$ cat src/rtl/uart_tx_fifo_ctrl.sv
// UART transmit FIFO and frame sequencer: buffers host bytes and drives send/data_in.
// Ports: host wr_en/wr_data/flush/clr_overflow in, UART send/data_in out, status out.
module uart_tx_fifo_ctrl #(
  parameter int DEPTH  = 16,
  parameter int ADDR_W = 4,
  parameter int CNT_W  = 16
) (
  input  logic              clock,
  input  logic              reset_n,
  input  logic              wr_en,
  input  logic [7:0]        wr_data,
  input  logic              flush,
  input  logic              clr_overflow,
  input  logic              tx_active_flag,
  output logic              send,
  output logic [7:0]        data_in,
  output logic              full,
  output logic              empty,
  output logic [ADDR_W:0]   level,
  output logic              overflow,
  output logic              busy,
  output logic [CNT_W-1:0]  frame_count
);

  typedef enum logic [1:0] {
    IDLE,
    LOAD,
    REQ,
    ACTIVE
  } state_t;

  localparam logic [ADDR_W:0] LVL_FULL =
    (ADDR_W+1)'(DEPTH);

  state_t state;
  state_t state_nx;

  logic [7:0]        mem [DEPTH];
  logic [ADDR_W-1:0] rd_ptr;
  logic [ADDR_W-1:0] wr_ptr;

  logic pop;
  logic wr_ok;
  logic wr_drop;
  logic frame_done;

  assign pop   = (state == LOAD);
  assign full  = (level == LVL_FULL);
  assign empty = (level == '0);
  assign busy  = (state != IDLE);

  // A pop frees a slot in the same edge, so a
  // write alongside LOAD is taken even when full.
  assign wr_ok   = wr_en & ~flush & (~full | pop);
  assign wr_drop = wr_en & ~flush & full & ~pop;

  assign frame_done =
    (state == ACTIVE) & ~tx_active_flag;

  // IDLE must not enter LOAD on a flush edge,
  // otherwise LOAD would pop an emptied FIFO.
  always_comb begin
    state_nx = state;
    unique case (state)
      IDLE: begin
        if (!empty && !flush)
          state_nx = LOAD;
      end
      LOAD: begin
        state_nx = REQ;
      end
      REQ: begin
        if (tx_active_flag)
          state_nx = ACTIVE;
      end
      ACTIVE: begin
        if (!tx_active_flag)
          state_nx = IDLE;
      end
      default: begin
        state_nx = IDLE;
      end
    endcase
  end

  always_ff @(posedge clock) begin
    if (wr_ok)
      mem[wr_ptr] <= wr_data;
  end

  always_ff @(posedge clock or negedge reset_n) begin
    if (!reset_n) begin
      state <= IDLE;
    end else begin
      state <= state_nx;
    end
  end

  always_ff @(posedge clock or negedge reset_n) begin
    if (!reset_n) begin
      wr_ptr <= '0;
    end else if (wr_ok) begin
      wr_ptr <= wr_ptr + 1'b1;
    end
  end

  // Flush realigns rd_ptr to wr_ptr; any pop in
  // the same edge is subsumed by that realignment.
  always_ff @(posedge clock or negedge reset_n) begin
    if (!reset_n) begin
      rd_ptr <= '0;
    end else if (flush) begin
      rd_ptr <= wr_ptr;
    end else if (pop) begin
      rd_ptr <= rd_ptr + 1'b1;
    end
  end

  always_ff @(posedge clock or negedge reset_n) begin
    if (!reset_n) begin
      level <= '0;
    end else if (flush) begin
      level <= '0;
    end else if (wr_ok && !pop) begin
      level <= level + 1'b1;
    end else if (!wr_ok && pop) begin
      level <= level - 1'b1;
    end
  end

  always_ff @(posedge clock or negedge reset_n) begin
    if (!reset_n) begin
      data_in <= 8'h00;
    end else if (pop) begin
      data_in <= mem[rd_ptr];
    end
  end

  // send is high exactly while the FSM sits in REQ.
  always_ff @(posedge clock or negedge reset_n) begin
    if (!reset_n) begin
      send <= 1'b0;
    end else begin
      send <= (state_nx == REQ);
    end
  end

  always_ff @(posedge clock or negedge reset_n) begin
    if (!reset_n) begin
      overflow <= 1'b0;
    end else if (wr_drop) begin
      overflow <= 1'b1;
    end else if (clr_overflow) begin
      overflow <= 1'b0;
    end
  end

  always_ff @(posedge clock or negedge reset_n) begin
    if (!reset_n) begin
      frame_count <= '0;
    end else if (frame_done) begin
      frame_count <= frame_count + 1'b1;
    end
  end

endmodule

$ cat config.mk
export PLATFORM = sky130hd
export DESIGN_NAME = uart_tx_fifo_ctrl
export DESIGN_NICKNAME = d
export VERILOG_FILES = /design/src/rtl/uart_tx_fifo_ctrl.sv
export SDC_FILE = /design/constraint.sdc
export NUM_CORES = 1
export LEC_CHECK = 0
export BUFFER_PORTS_ARGS = -buffer_cell sky130_fd_sc_hd__buf_2
export CORE_MARGIN = 2
export CORE_UTILIZATION = 47
export DETAILED_ROUTE_END_ITERATION = 8
export PLACE_DENSITY = 0.76
export SKIP_CTS_REPAIR_TIMING = 1
export SLEW_MARGIN = 10
export SYNTH_ARGS = -nofsm -noshare
export SYNTH_HDL_FRONTEND = slang
export SYNTH_SLANG_ARGS = --single-unit
$ cat constraint.sdc
create_clock -name clock -period 3.1 [get_ports clock]
set_input_delay 0.155 -clock clock [delete_from_list [all_inputs] [get_ports clock]]
set_output_delay 0.155 -clock clock [all_outputs]
set_load 0.05 [all_outputs]
Yosys cells after proc, flatten, opt, wreduce, memory -nomap -nowiden --
Memory sizes are Yosys's and may differ from the RTL's. A register that Yosys moved wholly into a read port is not among the register bits. Index checks and enable logic that the tools add are counted.
Word-level totals: bits in registers 33, memories 1, RAM bits 128, word-level logic and storage cells 55
Memories:
- mem | words 16, width 8, read ports 1, clocked after Yosys merged registers in 1, wr ports 1, line 38 | logic [7:0] mem [DEPTH];
Operators by class: bitwise operators 10, equal/unequal tests 5, reduce and logical (&&, ||, !) cells 14, $add $sub $neg 5, mux-type cells 13
Operators by type and width (count):
- $add 16x1->16 const B | 1
- $mux 5 | 3
- $add 4x1->4 const B | 2
- $mux 4 | 2
- $pmux 2 s4 | 1
- $eq 2x2->1 const B | 3
- $mux 2 | 3
- $reduce_bool 2->1 | 3
- $add 5x1->5 const B | 1
- $and 1x1->1 | 5
- $eq 5x5->1 const B | 1
- $logic_not 1->1 | 5
- $logic_not 5->1 | 1
- $sub 5x1->5 const B | 1
- $mux 1 | 4
- $not 1->1 | 4
- $logic_and 1x1->1 | 3
- $reduce_bool 3->1 | 1
- $eq 2x1->1 const B | 1
- $logic_not 2->1 | 1
- $or 1x1->1 | 1

Longest topological paths before layout --
Gate-level depths: netlist of the first run.
depth in word-level cells 9, gate-level depth with buffers 9, depth with buffers taken out 8

Least setup slack after synthesis of the first run --
Ideal clock, no wire load.
path kind register -> register, from register level[0], to register level[4], arrival 2725 ps, cell stages (with the launch flop) 9, data required time 2989 ps, path slack 264 ps, clock period less this slack 2836 ps, library setup time 111 ps, cells stage by stage dfrtp_1 -> nor4_1 -> a31oi_2 -> nand2_1 -> fa_1 -> a21o_1 -> a21oi_1 -> mux2i_1 -> a2111oi_2
On the way: longest elaborated chain between the ends 7, elaborated cells on any way between the ends 13, classes of those cells add/sub (2); eq/ne (1); mux (3); bitwise (3); reduce/logical (4)
Ends and longest elaborated chain:
- start: declaration | line 19 | output logic [ADDR_W:0] level,
- start signal: assignment | line 125 | level <= level + 1'b1;
- start signal: assignment | line 127 | level <= level - 1'b1;
- parallel branches: the longest is 7 deep, another holds $sub 5x1->5
Several ways; the timed one is not identified. The select of a mux whose other input is x is not followed. A chain may end at the register's enable or synchronous reset.

Final worst setup path of the first run --
from register state[1], to register level[4]
On the way: longest elaborated chain between the ends 6, elaborated cells on any way between the ends 10, classes of those cells eq/ne (1); mux (2); bitwise (2); reduce/logical (5)
Ends and longest elaborated chain:
- start: declaration | line 35 | state_t state;
- start signal: assignment | line 95 | state <= state_nx;
- $eq 2x1->1 * | line 47 | assign pop = (state == LOAD);
- $or 1x1->1 | line 54 | assign wr_ok = wr_en & ~flush & (~full | pop);
- $and 1x1->1 | line 54
- $logic_and 1x1->1 / $logic_not 1->1 (equally long branches) | line 124, 126
- $mux 5 / $logic_and 1x1->1 (equally long branches) | line 124, 126
- $mux 5 / $reduce_bool 3->1 (equally long branches)
Mark *: on every way between the ends. The rest lies on a longest branch, timed or not.

==> results of run 1 <==
==> report_power, final <==
group	leakage (nW)	total, mW	internal, mW	switching (mW)
clock network	0.281	2.09	1.21	0.875
logic	1.07	2.17	0.873	1.30
registers	1.66	3.07	2.70	0.367
total	3.01	7.33	4.79	2.54
==> Yosys cell counts, drive strengths merged, types with 2 or more instances <==
master	count
a21o	2
a21oi	4
and2	13
and3	2
and4	2
buf	15
clkbuf	3
dfrtp	41
edfxtp	128
ha	10
inv	11
mux2	13
mux2i	34
mux4	16
nand2	16
nand2b	6
nand3	9
nand3b	2
nand4	4
nor2	17
nor2b	2
nor3	12
nor4	2
o21ai	7
o22ai	24
or2	2
xnor2	15
xor2	7
==> worst min-delay path by stage <==
stage / start / to / slack (ps) / cells after the start
floorplan: reset_n / data_in[0] / -140 / 0
global placement: reset_n / level[1] / 330 / 1
detailed placement: reset_n / level[1] / 350 / 1
CTS: reset_n / data_in[0] / -130 / 1
global route: flush / level[4] / 120 / 2
finish: flush / level[4] / 100 / 2
==> state kept, by name (all words and copies together) (netlist names) <==
register     cells
state            2
frame_count     16
mem            128
send             1
rd_ptr           4
wr_ptr           4
data_in          8
overflow         1
level            5
==> cell families after synthesis <==
kind of cell | count (synthesis) | share of synthesized area (%)
buf+inv | 29 | 2.12
fa+ha+maj | 11 | 2.05
compound gates | 44 | 4.62
simple gates | 94 | 7.12
xor+xnor | 22 | 2.73
mux | 63 | 12.5
flops | 169 | 68.9
==> area by class of cell <==
cell class	count	area, sq um
tap	184	230
clock buffer	19	443
clock inverter	13	144
multi-input combinational	234	2050
inverter	11	41.3
timing repair buffer	54	298
sequential	169	4870
fill	1135	6510
==> per-stage QoR <==
stage	utilization (%)	setup WS, ps
floorplan	-	264
global placement	51.1	521
detailed placement	51.1	398
CTS	55.1	372
global route	55.4	104
finish	55.4	340
==> critical path, cell delays in order, from the launching register on <==
cell and delay (ps):
dfrtp_1 460, nand2b_1 320, a31oi_2 270, nand2_1 180
fa_1 450, a21o_1 190, a21oi_1 290, mux2i_1 140
a2111oi_2 350
==> routing by layer <==
metal / track usage [%] / routed length, microns / part of all wire (%) / up-vias
li1: - / - / - / 1774
met1: 24.9 / 5960 / 44 / 1918
met2: 27.9 / 6480 / 48 / 130
met3: 4.98 / 888 / 6.6 / 19
met4: 5.88 / 193 / 1.4 / 0
met5: 0 / 0 / 0 / -
==> results.md, run 1 <==
- Syn Nets: 457
- Gate Count Post-Synth: 432
- WHS: 100 ps
- Register area share after synthesis: 68.9%
- Worst reg2reg path depth: 8
- Peak VDD IR: 0.000509 V
- Synthesis warning total: 0
- DR DRC count: 0
- Drt via density: 5.62
- Seq cells post-synth: 169
- CP required: 3420 ps
- Slew Viols, Final: 0
- Root Driver: clkbuf_16
- Post-DRT Antenna Nets: 0
- I/O Buffers: 47
- Yosys cell types: 46
- Average wire per cell in the routed design: 19.8 microns
- F_max: 362 MHz
- Starting Density: 48.4%
- CTS Buf Count: 17
- Hold Vio Cnt, Final: 0
- Routability cong.: 0.755
- Area growth syn-to-layout: 14.3%
- Layout cells sized above 1: 22.6%
- Power Total: 7.33 mW
- DRT Pass-1 Iters: 4
- Max Cap Viol: 0
- Detailed placement HPWL: 8.87 mm
- First-pass GRT wire length: 21.4 mm
- FF-to-FF End: level[4]
- # nets final: 512
- Crit end category: register
- Sink count of the clock tree: 169
- I/O pin cnt: 48
- Avg Cell Area, Syn: 16.4 sq um
- Gr ovfl total: 0
- RR Startpoint: state[1]
- Die area: 0.0160 sq mm
- Die Span X: 127 microns
- RSZ-0062 raised after global routing: false
- Setup violators final: 0
- TNS Setup: 0 ps
- Placed insts: 648
- Crit path capture: level[4]
- Synth top area cells: edfxtp_1 (54%), dfrtp_1 (15%), mux2i_1 (4.8%)
- Clk_skew: 8.48 ps
- Final non-filler cell total: 684
- Worst R2R Setup Slack: 340 ps
- CTS max path bufs: 2
- Critical Path Fanout Max: 9
- GRT Total Usage: 18.0%
- Commonest non-fill, non-tap cell in the layout: edfxtp_1
- H-tree Lvls: 4
- Crit path launch: state[1]
- Vias in the first global route: 3879
- Status: completed
- Fin crit period: 2760 ps
- Routed via count: 3841
- Critical Path AT: 3080 ps
- Largest area contributor in the netlist: edfxtp_1
- Clk_lat worst skew: 430 ps
- Critical Setup Path Class: register to register
- Initial antenna violation count: 0
- Most frequent cells in the layout: edfxtp_1 (128), buf_2 (47), dfrtp_1 (40)
- Synth async-reset ratio: 24.3%
- CTS tree: done
- Slew HR: 38.4%
- Worst setup SP type: register
- Dominant register cell in the synthesized netlist: edfxtp_1
- Die H: 127 microns
- Area after DPL: 0.00745 sq mm
- Wirelength, routed: 13.5 mm
- Leakage: 3.01 nW
- Worst-margin pin slew: 925 ps
- Fin crit share: 89.0%
- Core ar.: 0.0146 sq mm
- Synthesized cell area: 0.00707 sq mm
- Antenna Cells: 0
- Site Rows: 44
- Hold crit path type: input port to register
- PD cells: 908 mW/mm^2
- Clk pin slew, worst setup/hold paths: 60 ps
- Area share of the largest cell type after synthesis: 54.4%
- Pin count of the biggest net entering global routing: 42
- EDFF count, synth: 128
- Initial drt markers: 246
- Final instance area: 0.00808 sq mm
No activity file was read; power rests on OpenSTA's default activity.
==> run 2, diff against run 1 <==
PLACE_DENSITY = 0.78   (was 0.76)
clock period = 2.25 ns   (was 3.1 ns; I/O delays follow)
==> run 2 against run 1 <==
Cell area up 1.4%. Critical path depth unchanged. Worst setup slack got worse by 290 ps. Clock skew is essentially flat. Sequential share of layout area is 0.73 points lower. Total power increased by 39%. Sequential cell count did not move. Global-route usage rose by 0.12 points. Count of clock-buffer cells in the layout grew 4. Critical path type unchanged.
==> results.md, run 2 (synthesis results as in run 1) <==
- GRT Total Usage: 18.1%
- Critical Path AT: 2520 ps
- Hold path cells: 3
- Placed insts: 656
- H-tree Lvls: 4
- Hold crit path type: input port to register
- Status: completed
- Routability cong.: 0.771
- Initial drt markers: 232
- Final non-filler cell total: 693
- CP bufs+invs: 0
- Site Rows: 44
- Clk pin slew, worst setup/hold paths: 60 ps
- Largest registers: mem x128, frame_count x16, data_in x8
- Slew HR: 38.1%
- # nets final: 521
- CP required: 2570 ps
- Root Driver: clkbuf_16
- RR Startpoint: level[3]
- Routed via count: 3885
- Vias in the first global route: 3914
- Detailed placement HPWL: 9.05 mm
- Starting Density: 48.4%
- Number of cells on the critical path: 8
- Commonest non-fill, non-tap cell in the layout: edfxtp_1
- Hold Vio Cnt, Final: 0
- Clk_lat worst skew: 430 ps
- Max Cap Viol: 0
- Layout cells sized above 1: 25.9%
- Delay-heaviest family, CP: compound AO/OA/AOI/OAI gates
- Critical Setup Path Class: register to register
- CTS Buf Count: 17
- FF-to-FF End: level[4]
- Peak VDD IR: 0.000755 V
- Drt via density: 5.61
- Antenna Cells: 0
- Crit end category: register
- Largest register by flop count: mem
- Slowest stage delay, CP: 450 ps
- Crit path launch: level[3]
- Gr ovfl total: 0
- Core ar.: 0.0146 sq mm
- Largest register FFs: 128
- Post-DRT Antenna Nets: 0
- Critical Path Fanout Max: 5
- Clk_skew: 8.34 ps
- Sink count of the clock tree: 169
- Worst reg2reg path depth: 8
- Crit path capture: level[4]
- Die area: 0.0160 sq mm
- Area growth syn-to-layout: 15.8%
- Initial antenna violation count: 0
- PD cells: 1240 mW/mm^2
- TNS Setup: 0 ps
- Leakage: 3.06 nW
- I/O pin cnt: 48
- Worst setup SP type: register
- Setup violators final: 0
- Slowest CP cell: dfrtp_2
- Crit path cell chain: nor4_4 > a31oi_4 > nand2_4 > ha_1 > a21o_1 > a21oi_4 > mux2i_1 > a2111oi_2
- Slew Viols, Final: 0
- DR DRC count: 0
- I/O Buffers: 47
- Final instance area: 0.00819 sq mm
- Average wire per cell in the routed design: 19.9 microns
- RSZ-0062 raised after global routing: true
- Pin count of the biggest net entering global routing: 42
- F_max: 455 MHz
- CTS tree: done
- DRT Pass-1 Iters: 5
- Most frequent cells in the layout: edfxtp_1 (128), buf_2 (47), dfrtp_1 (35)
- First-pass GRT wire length: 21.3 mm
- Area after DPL: 0.00757 sq mm
- CTS max path bufs: 2
- Die Span X: 127 microns
- Worst-margin pin slew: 929 ps
- Fin crit period: 2200 ps
- Fin crit share: 97.7%
- Die H: 127 microns
- Wirelength, routed: 13.8 mm
- Worst R2R Setup Slack: 50 ps
==> run 2: cell types whose count changed in the layout (fill, tap and decap cells not counted), sizes merged <==
cell / previous run / this run
bufinv: 2 / 1
clkbuf: 19 / 23
buf: 50 / 59
inv: 13 / 11
clkinvlp: 3 / 2
==> run 2: worst min-delay path by stage <==
| stage | from | to | slack [ps] |
|---|---|---|---|
| after global routing | flush | overflow | 80 |
| after CTS | reset_n | data_in[2] | -150 |
| after global placement | reset_n | frame_count[14] | 290 |
| after detailed placement | reset_n | frame_count[15] | 300 |
| final | flush | level[4] | 70 |
| after floorplan | reset_n | data_in[0] | -180 |
==> run 2: metal layers <==
| layer | vias up | share of wire (%) | global-route usage [%] |
|---|---|---|---|
| met5 | - | 0 | 0 |
| met4 | 0 | 2.2 | 7.37 |
| met3 | 26 | 5.6 | 4.68 |
| met2 | 117 | 50 | 29.3 |
| met1 | 1954 | 42 | 23.5 |
| li1 | 1788 | - | - |
==> run 2: final cells by class <==
cell class / instances / area (sq um)
well taps: 184 / 230
inverters: 11 / 41.3
clock inverters: 9 / 75.1
flip-flops and latches: 169 / 4880
fillers: 1094 / 6400
clock buffers: 23 / 478
repair buffers: 63 / 378
multi-input cells: 234 / 2110
==> run 2: tightest hold or removal path, cell delays in order <==
cell and delay [ps]:
buf_2 90, buf_4 190, a2111oi_2 60
==> run 2: report_power, final <==
group / switching, mW / total (mW) / leakage [nW] / internal, mW
clock: 1.10 / 2.70 / 0.272 / 1.59
combinational: 2.00 / 3.34 / 1.14 / 1.34
sequential: 0.386 / 4.12 / 1.65 / 3.73
total: 3.49 / 10.2 / 3.06 / 6.67
==> run 2: metrics by stage <==
step           setup slack, ps  utilization (%)  total power, mW  hold slack [ps]
6_report                  52.8             56.1             10.2             65.7
2_1_floorplan            -69.5                -             6.66             -183
3_5_place_dp             -24.8             51.9             7.47              297
4_1_cts                  -45.4             55.7             10.2             -155
5_1_grt                  -47.3             56.1             10.6             77.5
3_3_place_gp              68.1             51.9             7.34              287
==> run 3, diff against run 2 <==
CELL_PAD_IN_SITES_DETAIL_PLACEMENT = 1   (was unset)
CELL_PAD_IN_SITES_GLOBAL_PLACEMENT = 2   (was unset)
CORE_UTILIZATION = 40   (was 47)
PLACE_DENSITY = 0.86   (was 0.78)
==> run 3 against run 2 <==
The run now ends with negative setup slack left. Global-route usage is 0.090 points higher. Cell count is 7.6% higher. Maximum frequency is 6.1% lower. Cell area is 2.6% higher. Critical path type unchanged.
==> results.md, run 3 (synthesis results as in run 1) <==
- Status: finished with violations
- Failing checks: negative setup slack
- Clk_skew: 16.6 ps
- Fin crit share: 104%
- CP bufs+invs: 1
- WHS: 81.1 ps
- Delay-heaviest family, CP: compound AO/OA/AOI/OAI gates
- H-tree Lvls: 4
- Wirelength, routed: 16.3 mm
- Average wire per cell in the routed design: 21.8 microns
- Routed via count: 3994
- Area after DPL: 0.00768 sq mm
- Fin crit period: 2340 ps
- Initial drt markers: 224
- Placement Setup Slack: -84.8 ps
- Commonest non-fill, non-tap cell in the layout: edfxtp_1
- Placed insts: 705
- CTS tree: done
- Clk_lat worst skew: 430 ps
- Site Rows: 48
- Slowest stage delay, CP: 390 ps
- Final design utilization: 48.5%
- FF/Latch Area: 0.00488 sq mm
- Multi-input logic area: 0.00215 sq mm
- Critical Setup Path Class: register to register
- Crit end category: register
- Antenna Cells: 0
- Root Driver: clkbuf_16
- Initial antenna violation count: 0
- Detailed placement HPWL: 10.9 mm
- Vias in the first global route: 4298
- Largest register FFs: 128
- CTS max path bufs: 2
- Most frequent cells in the layout: edfxtp_1 (128), buf_2 (47), dfrtp_1 (35)
- Die area: 0.0187 sq mm
- Final instance area: 0.00840 sq mm
- Die Span X: 137 microns
- Largest registers: mem x128, frame_count x16, data_in x8
- PD cells: 1250 mW/mm^2
- Worst-margin pin slew: 673 ps
- # nets final: 533
- Setup slack after layout: -90.2 ps
- Power Total: 10.5 mW
- RSZ-0062 raised after global routing: true
- First-pass GRT wire length: 24.9 mm
- Pin count of the biggest net entering global routing: 36
- Area growth syn-to-layout: 18.8%
- Largest register by flop count: mem
- Max Cap Viol: 0
- Clk pin slew, worst setup/hold paths: 70 ps
- Crit path cell chain: nand2b_4 > a31oi_4 > nand2_4 > buf_6 > fa_2 > a21o_1 > a21oi_4 > mux2i_2 > a2111oi_2
- Slew Viols, Final: 0
- Fill cells: 1700
- GRT Total Usage: 18.2%
- Post-DRT Antenna Nets: 0
- I/O Buffers: 47
- Setup violators final: 1
- Die H: 137 microns
- Critical Path Fanout Max: 3
- Slew HR: 55.0%
- Worst setup SP type: register
- Core ar.: 0.0173 sq mm
- Gr ovfl total: 0
- Final non-filler cell total: 746
- Hold Vio Cnt, Final: 0
- TNS Setup: -90.2 ps
- Routability cong.: 0.766
- I/O pin cnt: 48
- CTS Buf Count: 17
- Hold crit path type: input port to register
- CP required: 2550 ps
- Layout cells sized above 1: 29.9%
- Starting Density: 40.9%
- Slowest CP cell: dfrtp_1
- Leakage: 3.13 nW
- Sink count of the clock tree: 169
- DRT Pass-1 Iters: 4
- Peak VDD IR: 0.000569 V
- Critical Path AT: 2640 ps
- Drt via density: 5.35
- F_max: 427 MHz
- DR DRC count: 0
[run 3: metal layers]
layer	global-route usage, %	share of wire, %	vias up
met3	4.70	3.1	4
li1	-	-	1818
met2	30.3	53	84
met5	0	0	-
met1	23.4	43	2088
met4	5.67	0.49	0
[run 3: worst reg2reg max path: stages, from the launching register on]
cell and delay (ps):
dfrtp_1 390, nand2b_4 160, a31oi_4 220, nand2_4 100, buf_6 130, fa_2 330
a21o_1 220, a21oi_4 200, mux2i_2 100, a2111oi_2 380
[run 3: power by group]
part           leakage (nW)  internal, mW  total, mW  switching, mW
logic                  1.21          1.44       3.63           2.20
registers              1.65          3.73       4.11          0.375
clock network         0.265          1.46       2.76           1.30
total                  3.13          6.62       10.5           3.88
[run 3: layout make-up]
type | count | area share [%]
Inverter | 11 | 0.492
Multi-Input combinational cell | 234 | 25.6
Timing Repair Buffer | 75 | 5.80
Sequential cell | 169 | 58.1
Clock buffer | 18 | 5.11
Clock inverter | 14 | 1.56
Tap cell | 225 | 3.35
[run 3: worst paths after layout]
| path | start | depth (start not counted) | end | slack (ps) |
|---|---|---|---|---|
| min | flush | 3 | overflow | 80 |
| max in group asynchronous | reset_n | 3 | frame_count[4] | 1310 |
| max | state[1] | 9 | level[4] | -90 |
| min reg2reg | frame_count[15] | 1 | frame_count[15] | 490 |
| min in group asynchronous | reset_n | 2 | overflow | 280 |
| max reg2reg | state[1] | 9 | level[4] | -90 |
